$ cat config.mk
export PLATFORM = sky130hd
export DESIGN_NAME = pipe_hazard_ctrl
export DESIGN_NICKNAME = d
export VERILOG_FILES = /design/src/rtl/pipe_hazard_ctrl_pkg.sv /design/src/rtl/pipe_hazard_ctrl_hazard_detect.sv /design/src/rtl/pipe_hazard_ctrl.sv
export SDC_FILE = /design/constraint.sdc
export NUM_CORES = 1
export LEC_CHECK = 0
export CELL_PAD_IN_SITES_DETAIL_PLACEMENT = 2
export CELL_PAD_IN_SITES_GLOBAL_PLACEMENT = 2
export CORE_MARGIN = 1
export CORE_UTILIZATION = 21
export DETAILED_ROUTE_END_ITERATION = 8
export GPL_TIMING_DRIVEN = 0
export PLACE_DENSITY = 0.88
export RECOVER_POWER = 50
export SLEW_MARGIN = 20
export SYNTH_ARGS = -nofsm -noshare
export SYNTH_HDL_FRONTEND = slang
export SYNTH_SLANG_ARGS = --single-unit
$ cat constraint.sdc
create_clock -name clk -period 2.7 [get_ports clk]
set_input_delay 0.54 -clock clk [delete_from_list [all_inputs] [get_ports clk]]
set_output_delay 0.54 -clock clk [all_outputs]
set_load 0.1 [all_outputs]
$ cat src/rtl/pipe_hazard_ctrl_pkg.sv
// Shared types and constants for the pipeline hazard controller.
// Holds the PC-source encodings, the controller FSM state type, the
// register-index type and small saturating-increment helpers.
package pipe_hazard_ctrl_pkg;

  // Architectural register index (x0..x31)
  typedef logic [4:0] reg_idx_t;

  // Next-PC selector encodings driven on pc_src
  localparam logic [2:0] PCSRC_SEQ  = 3'b000;  // PC + 4
  localparam logic [2:0] PCSRC_BR   = 3'b001;  // conditional branch target
  localparam logic [2:0] PCSRC_JAL  = 3'b010;  // JAL target
  localparam logic [2:0] PCSRC_JALR = 3'b011;  // JALR target

  // Controller states
  typedef enum logic [1:0] {
    ST_RUN       = 2'd0,
    ST_MEM_WAIT  = 2'd1,
    ST_JALR_WAIT = 2'd2
  } state_e;

  // 4-bit increment that sticks at 15
  function automatic logic [3:0] sat_inc4(input logic [3:0] v);
    return (v == 4'hF) ? v : v + 4'd1;
  endfunction

  // 16-bit increment that sticks at 16'hFFFF
  function automatic logic [15:0] sat_inc16(input logic [15:0] v);
    return (v == 16'hFFFF) ? v : v + 16'd1;
  endfunction

endpackage

$ cat src/rtl/pipe_hazard_ctrl_hazard_detect.sv
// Load-use hazard detector: flags when the instruction in ID reads a
// register that the load currently in EX has not yet produced.
// Writes to x0 never create a dependency.
module hazard_detect
  import pipe_hazard_ctrl_pkg::*;
(
  input  logic     ex_mem_read_i,
  input  reg_idx_t ex_rd_i,
  input  reg_idx_t id_rs1_i,
  input  reg_idx_t id_rs2_i,
  input  logic     id_use_rs1_i,
  input  logic     id_use_rs2_i,
  output logic     load_use_o
);

  // Compare the EX load destination against each source actually read in ID
  always_comb begin
    load_use_o = ex_mem_read_i && (ex_rd_i != 5'd0) &&
                 ((id_use_rs1_i && (ex_rd_i == id_rs1_i)) ||
                  (id_use_rs2_i && (ex_rd_i == id_rs2_i)));
  end

endmodule

$ cat src/rtl/pipe_hazard_ctrl.sv
// Pipeline hazard controller for a 5-stage in-order core.
// Mealy FSM (RUN / MEM_WAIT / JALR_WAIT) producing PC-source select,
// pipeline-register enables and flushes, with a MEM-stall timeout that
// force-releases the pipeline and pulses mem_fault.
// Optional build macro HAZ_PERF_CNT_EN adds saturating stall_cnt and
// flush_cnt performance counters.
module pipe_hazard_ctrl
  import pipe_hazard_ctrl_pkg::*;
#(
  parameter int unsigned MEM_TIMEOUT = 15  // legal range 2..15
) (
  input  logic       clk,
  input  logic       rst_n,
  input  logic       cond_hand_out,
  input  logic       jal,
  input  logic       jalr,
  input  reg_idx_t   id_rs1,
  input  reg_idx_t   id_rs2,
  input  logic       id_use_rs1,
  input  logic       id_use_rs2,
  input  reg_idx_t   ex_rd,
  input  logic       ex_mem_read,
  input  logic       mem_req,
  input  logic       mem_ack,
  output logic [2:0] pc_src,
  output logic       pc_en,
  output logic       if_id_en,
  output logic       id_ex_en,
  output logic       ex_mem_en,
  output logic       if_id_reset,
  output logic       id_ex_reset,
  output logic       mem_fault
`ifdef HAZ_PERF_CNT_EN
  ,
  output logic [15:0] stall_cnt,
  output logic [15:0] flush_cnt
`endif
);

  // Last counter value before the wait is forcibly abandoned
  localparam logic [3:0] TIMEOUT_LAST = 4'(MEM_TIMEOUT - 1);

  state_e     state_q, state_d;
  logic [3:0] cnt_q, cnt_d;
  logic       load_use;
  logic       mem_stall;
  logic       run_eval;      // apply the RUN priority rules this cycle
  logic       run_mem_term;  // whether the MEM-stall term participates

  hazard_detect u_hazard_detect (
    .ex_mem_read_i (ex_mem_read),
    .ex_rd_i       (ex_rd),
    .id_rs1_i      (id_rs1),
    .id_rs2_i      (id_rs2),
    .id_use_rs1_i  (id_use_rs1),
    .id_use_rs2_i  (id_use_rs2),
    .load_use_o    (load_use)
  );

  assign mem_stall = mem_req & ~mem_ack;

  // State and timeout counter registers; reset abandons any pending wait
  always_ff @(posedge clk or negedge rst_n) begin
    if (!rst_n) begin
      state_q <= ST_RUN;
      cnt_q   <= 4'd0;
    end else begin
      state_q <= state_d;
      cnt_q   <= cnt_d;
    end
  end

  // Next-state and Mealy outputs; reset forces a held, flushed pipeline
  always_comb begin
    pc_src       = PCSRC_SEQ;
    pc_en        = 1'b1;
    if_id_en     = 1'b1;
    id_ex_en     = 1'b1;
    ex_mem_en    = 1'b1;
    if_id_reset  = 1'b0;
    id_ex_reset  = 1'b0;
    mem_fault    = 1'b0;
    state_d      = state_q;
    cnt_d        = cnt_q;
    run_eval     = 1'b0;
    run_mem_term = 1'b0;

    unique case (state_q)
      ST_RUN: begin
        run_eval     = 1'b1;
        run_mem_term = mem_stall;
      end
      ST_MEM_WAIT: begin
        if (mem_ack) begin
          run_eval = 1'b1;
        end else if (cnt_q == TIMEOUT_LAST) begin
          // Give up on the access: report it and let the pipeline move
          mem_fault = 1'b1;
          run_eval  = 1'b1;
        end else begin
          pc_en     = 1'b0;
          if_id_en  = 1'b0;
          id_ex_en  = 1'b0;
          ex_mem_en = 1'b0;
          cnt_d     = sat_inc4(cnt_q);
        end
      end
      ST_JALR_WAIT: begin
        if (mem_stall) begin
          // Redirect stays pending until memory lets the pipeline go
          pc_en     = 1'b0;
          if_id_en  = 1'b0;
          id_ex_en  = 1'b0;
          ex_mem_en = 1'b0;
        end else begin
          pc_src      = PCSRC_JALR;
          if_id_reset = 1'b1;
          state_d     = ST_RUN;
        end
      end
      default: state_d = ST_RUN;
    endcase

    if (run_eval) begin
      if (run_mem_term) begin
        pc_en     = 1'b0;
        if_id_en  = 1'b0;
        id_ex_en  = 1'b0;
        ex_mem_en = 1'b0;
        state_d   = ST_MEM_WAIT;
        cnt_d     = 4'd0;
      end else if (cond_hand_out) begin
        pc_src      = PCSRC_BR;
        if_id_reset = 1'b1;
        id_ex_reset = 1'b1;
        state_d     = ST_RUN;
      end else if (load_use) begin
        pc_en       = 1'b0;
        if_id_en    = 1'b0;
        id_ex_reset = 1'b1;
        state_d     = ST_RUN;
      end else if (jal) begin
        pc_src      = PCSRC_JAL;
        if_id_reset = 1'b1;
        state_d     = ST_RUN;
      end else if (jalr) begin
        // One bubble while EX computes the JALR target
        pc_en       = 1'b0;
        if_id_en    = 1'b0;
        id_ex_reset = 1'b1;
        state_d     = ST_JALR_WAIT;
      end else begin
        state_d = ST_RUN;
      end
    end

    if (!rst_n) begin
      pc_src      = PCSRC_SEQ;
      pc_en       = 1'b0;
      if_id_en    = 1'b0;
      id_ex_en    = 1'b0;
      ex_mem_en   = 1'b0;
      if_id_reset = 1'b1;
      id_ex_reset = 1'b1;
      mem_fault   = 1'b0;
    end
  end

`ifdef HAZ_PERF_CNT_EN
  logic [15:0] stall_cnt_q, flush_cnt_q;

  // Saturating counts of stalled-PC cycles and IF/ID flush cycles
  always_ff @(posedge clk or negedge rst_n) begin
    if (!rst_n) begin
      stall_cnt_q <= 16'd0;
      flush_cnt_q <= 16'd0;
    end else begin
      if (!pc_en)      stall_cnt_q <= sat_inc16(stall_cnt_q);
      if (if_id_reset) flush_cnt_q <= sat_inc16(flush_cnt_q);
    end
  end

  assign stall_cnt = stall_cnt_q;
  assign flush_cnt = flush_cnt_q;
`endif

endmodule

# Word level (Yosys, flattened, before mapping)
# Index checks and enable logic that the tools add are counted.
totals:
  reg_bits: 6
  inputBits: 25
  out_inout_bits: 10
  elab_cells: 77
op_classes:
  n_addsub: 1
  eq_ne: 8
  muxes: 55
  bitwise: 2
  reduce_logical: 9
op_table:
  columns: ["operator", "count"]
  rows:
  - ["$mux 1", 31]
  - ["$mux 4", 6]
  - ["$mux 3", 7]
  - ["$mux 2", 8]
  - ["$eq 5x5->1", 2]
  - ["$eq 4x4->1 const B", 2]
  - ["$reduce_bool 5->1", 1]
  - ["$add 4x1->4 const B", 1]
  - ["$logic_and 1x1->1", 4]
  - ["$pmux 1 s2", 2]
  - ["$pmux 2 s2", 1]
  - ["$ne 3x3->1 const B", 1]
  - ["$eq 2x1->1 const B", 1]
  - ["$eq 2x2->1 const B", 1]
  - ["$logic_not 2->1", 1]
  - ["$ne 2x1->1 const B", 1]
  - ["$reduce_and 2->1", 1]
  - ["$reduce_or 2->1", 1]
  - ["$and 1x1->1", 1]
  - ["$logic_or 1x1->1", 1]
  - ["$not 1->1", 1]

# Longest topological paths before layout
logic_depth:
  depth_word: 11
  mapped_depth: 8
  mapped_depth_nobuf: 7

# Hierarchy
# Synthesis repeated with hierarchy kept, for this count alone.
hier_totals:
  cells_unflattened: 85
  area_unflattened_um2: 724.4
modules_own_cells:
  columns: ["module", "n_inst", "cells_per_inst", "area_each_um2"]
  rows:
  - ["pipe_hazard_ctrl", 1, 68, 590.6]
  - ["hazard_detect", 1, 17, 133.9]

# Least setup slack after synthesis
# No wires, ideal clock.
synth_path:
  path_kind: "input-to-output"
  start: "in mem_req"
  end: "out pc_en"
  arrival_time_ps: 5563
  setup_slack_ps: -3403
  stages: 5
  path_cell_list: "nor2b_1 > nand2b_1 > a31oi_1 > a21boi_0 > buf_4"
synth_between:
  elab_chain_cells: 10
  word_cells_on_any_way: 11
  cone_classes: "10 x mux; 1 x bitwise"
synth_rtl:
  columns: ["element", "line", "source"]
  rows:
  - ["from (decl)", "pipe_hazard_ctrl.sv:23", "input logic mem_req,"]
  - ["$and 1x1->1 *", "pipe_hazard_ctrl.sv:60", "assign mem_stall = mem_req & ~mem_ack;"]
  - ["$mux 1", null, null]
  - ["$pmux 1 s2", null, null]
  - ["$mux 1 (5 in a row)", null, null]
  - ["$mux 1 * (2 in a row)", null, null]
  - ["to (decl)", "pipe_hazard_ctrl.sv:26", "output logic pc_en,"]
# Every way passes the cells marked *; elsewhere a longest branch is shown, timed or not.

# Worst setup path after layout
layout_path:
  start: "in id_rs1[0]"
  end: "out pc_src[0]"
layout_between:
  elab_chain_cells: 9
layout_rtl:
  columns: ["element", "line", "source"]
  rows:
  - ["from (decl)", "pipe_hazard_ctrl.sv:17", "input reg_idx_t id_rs1,"]
  - ["$eq 5x5->1", "pipe_hazard_ctrl_hazard_detect.sv:19", "((id_use_rs1_i && (ex_rd_i == id_rs1_i)) ||"]
  - ["$logic_and 1x1->1", "pipe_hazard_ctrl_hazard_detect.sv:19", null]
  - ["$logic_or 1x1->1", "pipe_hazard_ctrl_hazard_detect.sv:19", null]
  - ["$logic_and 1x1->1", "pipe_hazard_ctrl_hazard_detect.sv:18", "load_use_o = ex_mem_read_i && (ex_rd_i != 5'd0) &&"]
  - ["$mux 3", "pipe_hazard_ctrl.sv:137", "end else if (load_use) begin"]
  - ["$mux 3", "pipe_hazard_ctrl.sv:132", "end else if (cond_hand_out) begin"]
  - ["$mux 3", "pipe_hazard_ctrl.sv:125", "if (run_mem_term) begin"]
  - ["$mux 3", "pipe_hazard_ctrl.sv:124", "if (run_eval) begin"]
  - ["$mux 3", "pipe_hazard_ctrl.sv:157", "if (!rst_n) begin"]
  - ["to (decl)", "pipe_hazard_ctrl.sv:25", "output logic [2:0] pc_src,"]
# Every way passes these cells.

==> impl_metrics.json <==
{
  "synth_mux_area_frac": 0,
  "drv_cap": 0,
  "synth_cell_type_count": 33,
  "syn_area_um2": 698,
  "p_leak_nw": 0.563,
  "ys_ff_latch": 6,
  "dpl.hpwl_um": 1950,
  "finalHoldViolations": 0,
  "grt_usage": 0.155,
  "antenna_found_initial": 0,
  "arrival_ns": 2.09,
  "ys_top_cells_by_area": "dfrtp_1 (22%), xor2_1 (10%), ha_1 (9.0%)",
  "seqPwrFrac": 0.218,
  "cp-start-kind": "primary input",
  "end_kind": "output port",
  "grt_pass1_wl_um": 4160,
  "fmax_ghz": 0.380,
  "wl_per_cell_um": 15.5,
  "critical_path.max_fanout": 4,
  "synth_compound_area_frac": 0.249,
  "cts.hold.buffers_added": 0,
  "required_ns": 2.16,
  "cts_tree": "done",
  "ios": 35,
  "power_switching_mw": 0.235,
  "clk_path_buf_depth": 2,
  "via_per_inst": 4.72,
  "final.period_utilization": 0.974,
  "root_buffer": "clkbuf_4",
  "final_util": 0.423,
  "fin_hold_ws_ns": 0.440,
  "max_slew_margin": 0.561,
  "routed_wl_um": 2610,
  "die_w_um": 59.7,
  "worstSetupPathType": "primary input to output port",
  "final_nets": 157,
  "drt_iter0_drc": 15,
  "status": "completed",
  "hold_class": "primary input to asynchronous set/reset pin",
  "firstDrtPassIters": 2,
  "gp_congestion": 0.719,
  "tightest_slew_ns": 0.658,
  "synthXorXnorAreaFrac": 0.138,
  "insertion_delay_ns": 0.24,
  "vias": 797,
  "die_area_mm2": 0.00356,
  "setup_viol": 0,
  "clk_pin_slew_ns": 0.05,
  "clock_skew_ns": 0.00204,
  "die_y_um": 59.7,
  "yosysTopAreaCellShare": 0.215,
  "switching_share": 0.466,
  "clockPowerShare": 0.164,
  "power.density_mw_per_mm2": 384,
  "grt_max_degree": 13,
  "initial_utilization": 0.225,
  "area_growth_pct": 88.2,
  "drive_gt1_frac": 0.392,
  "period_needed_ns": 2.63,
  "ys_seq_area_frac": 0.215,
  "first_global_vias": 917,
  "rows": 20,
  "syn_inst": 85,
  "yosys_warnings": 0,
  "drc_errors": 0,
  "cts_made_buffers": 3,
  "n_antenna_cell": 0,
  "clock-sinks": 6,
  "power_frac_comb": 0.618,
  "port-buffer-count": 33,
  "coreArea_mm2": 0.00310,
  "ant_nets": 0,
  "grt_overflow": 0,
  "synth_fp_nets": 115,
  "cts_htree_levels": 1,
  "synth-simple-area-share": 0.249,
  "synth_top_family_by_area": "simple AND/OR/NAND/NOR gates",
  "internal_power_mw": 0.269,
  "avgSynthCellArea_um2": 8.21,
  "max-vdd-ir-drop_mv": 0.124,
  "maxSlewViolCount": 0,
  "yosysTopAreaCell": "dfrtp_1",
  "synth_fa_ha_area_frac": 0.0896
}
## placed cells by master (no fill, tap or decap), types with 2 or more instances in the layout
master and instances:
buf_8 2, clkbuf_4 3, nand3_1 3, a21oi_1 4, buf_12 4, nand2_1 6, buf_2 5, o21ai_0 3
o21ai_4 4, xor2_1 7, nor2_1 5, o211ai_1 2, clkdlybuf4s50_1 8, xnor2_1 3, clkdlybuf4s15_1 3, o21a_1 2
ha_1 4, dfrtp_1 6, dlygate4sd2_1 8, inv_1 3, nor4_2 2, buf_4 7, nand2_2 2, nor2b_4 2
## through the flow
step / setup TNS, ns / power, mW / worst slack (ns) / area [um2] / cells
4_1_cts: 0 / 0.496 / 0.00876 / 1280 / 165
3_3_place_gp: -9.13 / 0.388 / -1.27 / 1200 / 162
6_report: 0 / 0.504 / 0.0698 / 1310 / 169
3_5_place_dp: -9.46 / 0.398 / -1.33 / 1200 / 162
2_1_floorplan: -0.491 / 0.307 / -0.314 / 818 / 85
5_1_grt: -0.0142 / 0.534 / -0.0142 / 1310 / 169
## power groups by stage
stage | Combinational (mW) | Clock [mW] | Sequential [mW]
final | 0.312 | 0.0824 | 0.110
after floorplan | 0.198 | 0 | 0.109
after global placement | 0.278 | 0 | 0.110
after global routing | 0.332 | 0.0910 | 0.111
after CTS | 0.301 | 0.0843 | 0.111
after detailed placement | 0.286 | 0 | 0.112
## layer usage
layer	up-vias	routed length [um]	track usage
met5	-	0	0
met4	0	0	0.0199
met3	0	141	0.0346
met2	31	1440	0.313
met1	387	1030	0.164
li1	379	-	-
## critical path, stage by stage
cell and delay, ns:
clkdlybuf4s50_1 0.41, xnor2_1 0.17, a32oi_4 0.38, nor2_4 0.08
o311a_1 0.33, buf_12 0.18
## synth_stat cells (all sizes together)
cell    n
a21boi  1
a21o    1
a21oi   5
a31oi   1
a32oi   1
and2    2
and3    2
and4b   1
buf     3
conb    1
dfrtp   6
ha      5
inv     4
nand2   8
nand2b  2
nand3   3
nor2    6
nor2b   3
nor3    1
nor4    2
o211ai  2
o21a    2
o21ai   7
o311a   1
o311ai  1
o41ai   1
or3b    1
or4     1
xnor2   3
xor2    8
## registers in the layout (all words and copies together) (netlist names)
register	cells
cnt_q	4
state_q	2
## worst paths after layout
kind                             from    endpoint  slack [ns]  depth (start not counted)
setup / recovery            id_rs1[0]   pc_src[0]        0.07                          6
hold / removal                  rst_n    cnt_q[0]        0.44                          1
setup reg to reg           state_q[1]    cnt_q[3]        0.92                          5
hold reg to reg            state_q[1]  state_q[1]        0.53                          2
max in group asynchronous       rst_n    cnt_q[1]        1.84                          1
min in group clk           state_q[1]  state_q[1]        0.53                          2
## what timing repair did
action	CTS	global route
buffers inserted	0	4
gates resized for setup	100	10
pin swaps	11	8
endpoints found under the setup margin	9	6
## area by class of cell
cell class | count | area, um2
Sequential cell | 6 | 150
Inverter | 4 | 15.0
Tap cell | 44 | 55.1
Multi-Input combinational cell | 72 | 676
Buffer | 3 | 35.0
Clock buffer | 3 | 22.5
Timing Repair Buffer | 37 | 360
Fill cell | 362 | 1790
## logic make-up after synthesis
kind of cell / after synthesis
fa+ha+maj: 5
flops: 6
xor+xnor: 11
compound gates: 23
simple gates: 32
other cells: 1
buf+inv: 7
(Power assumes the default switching activity.)
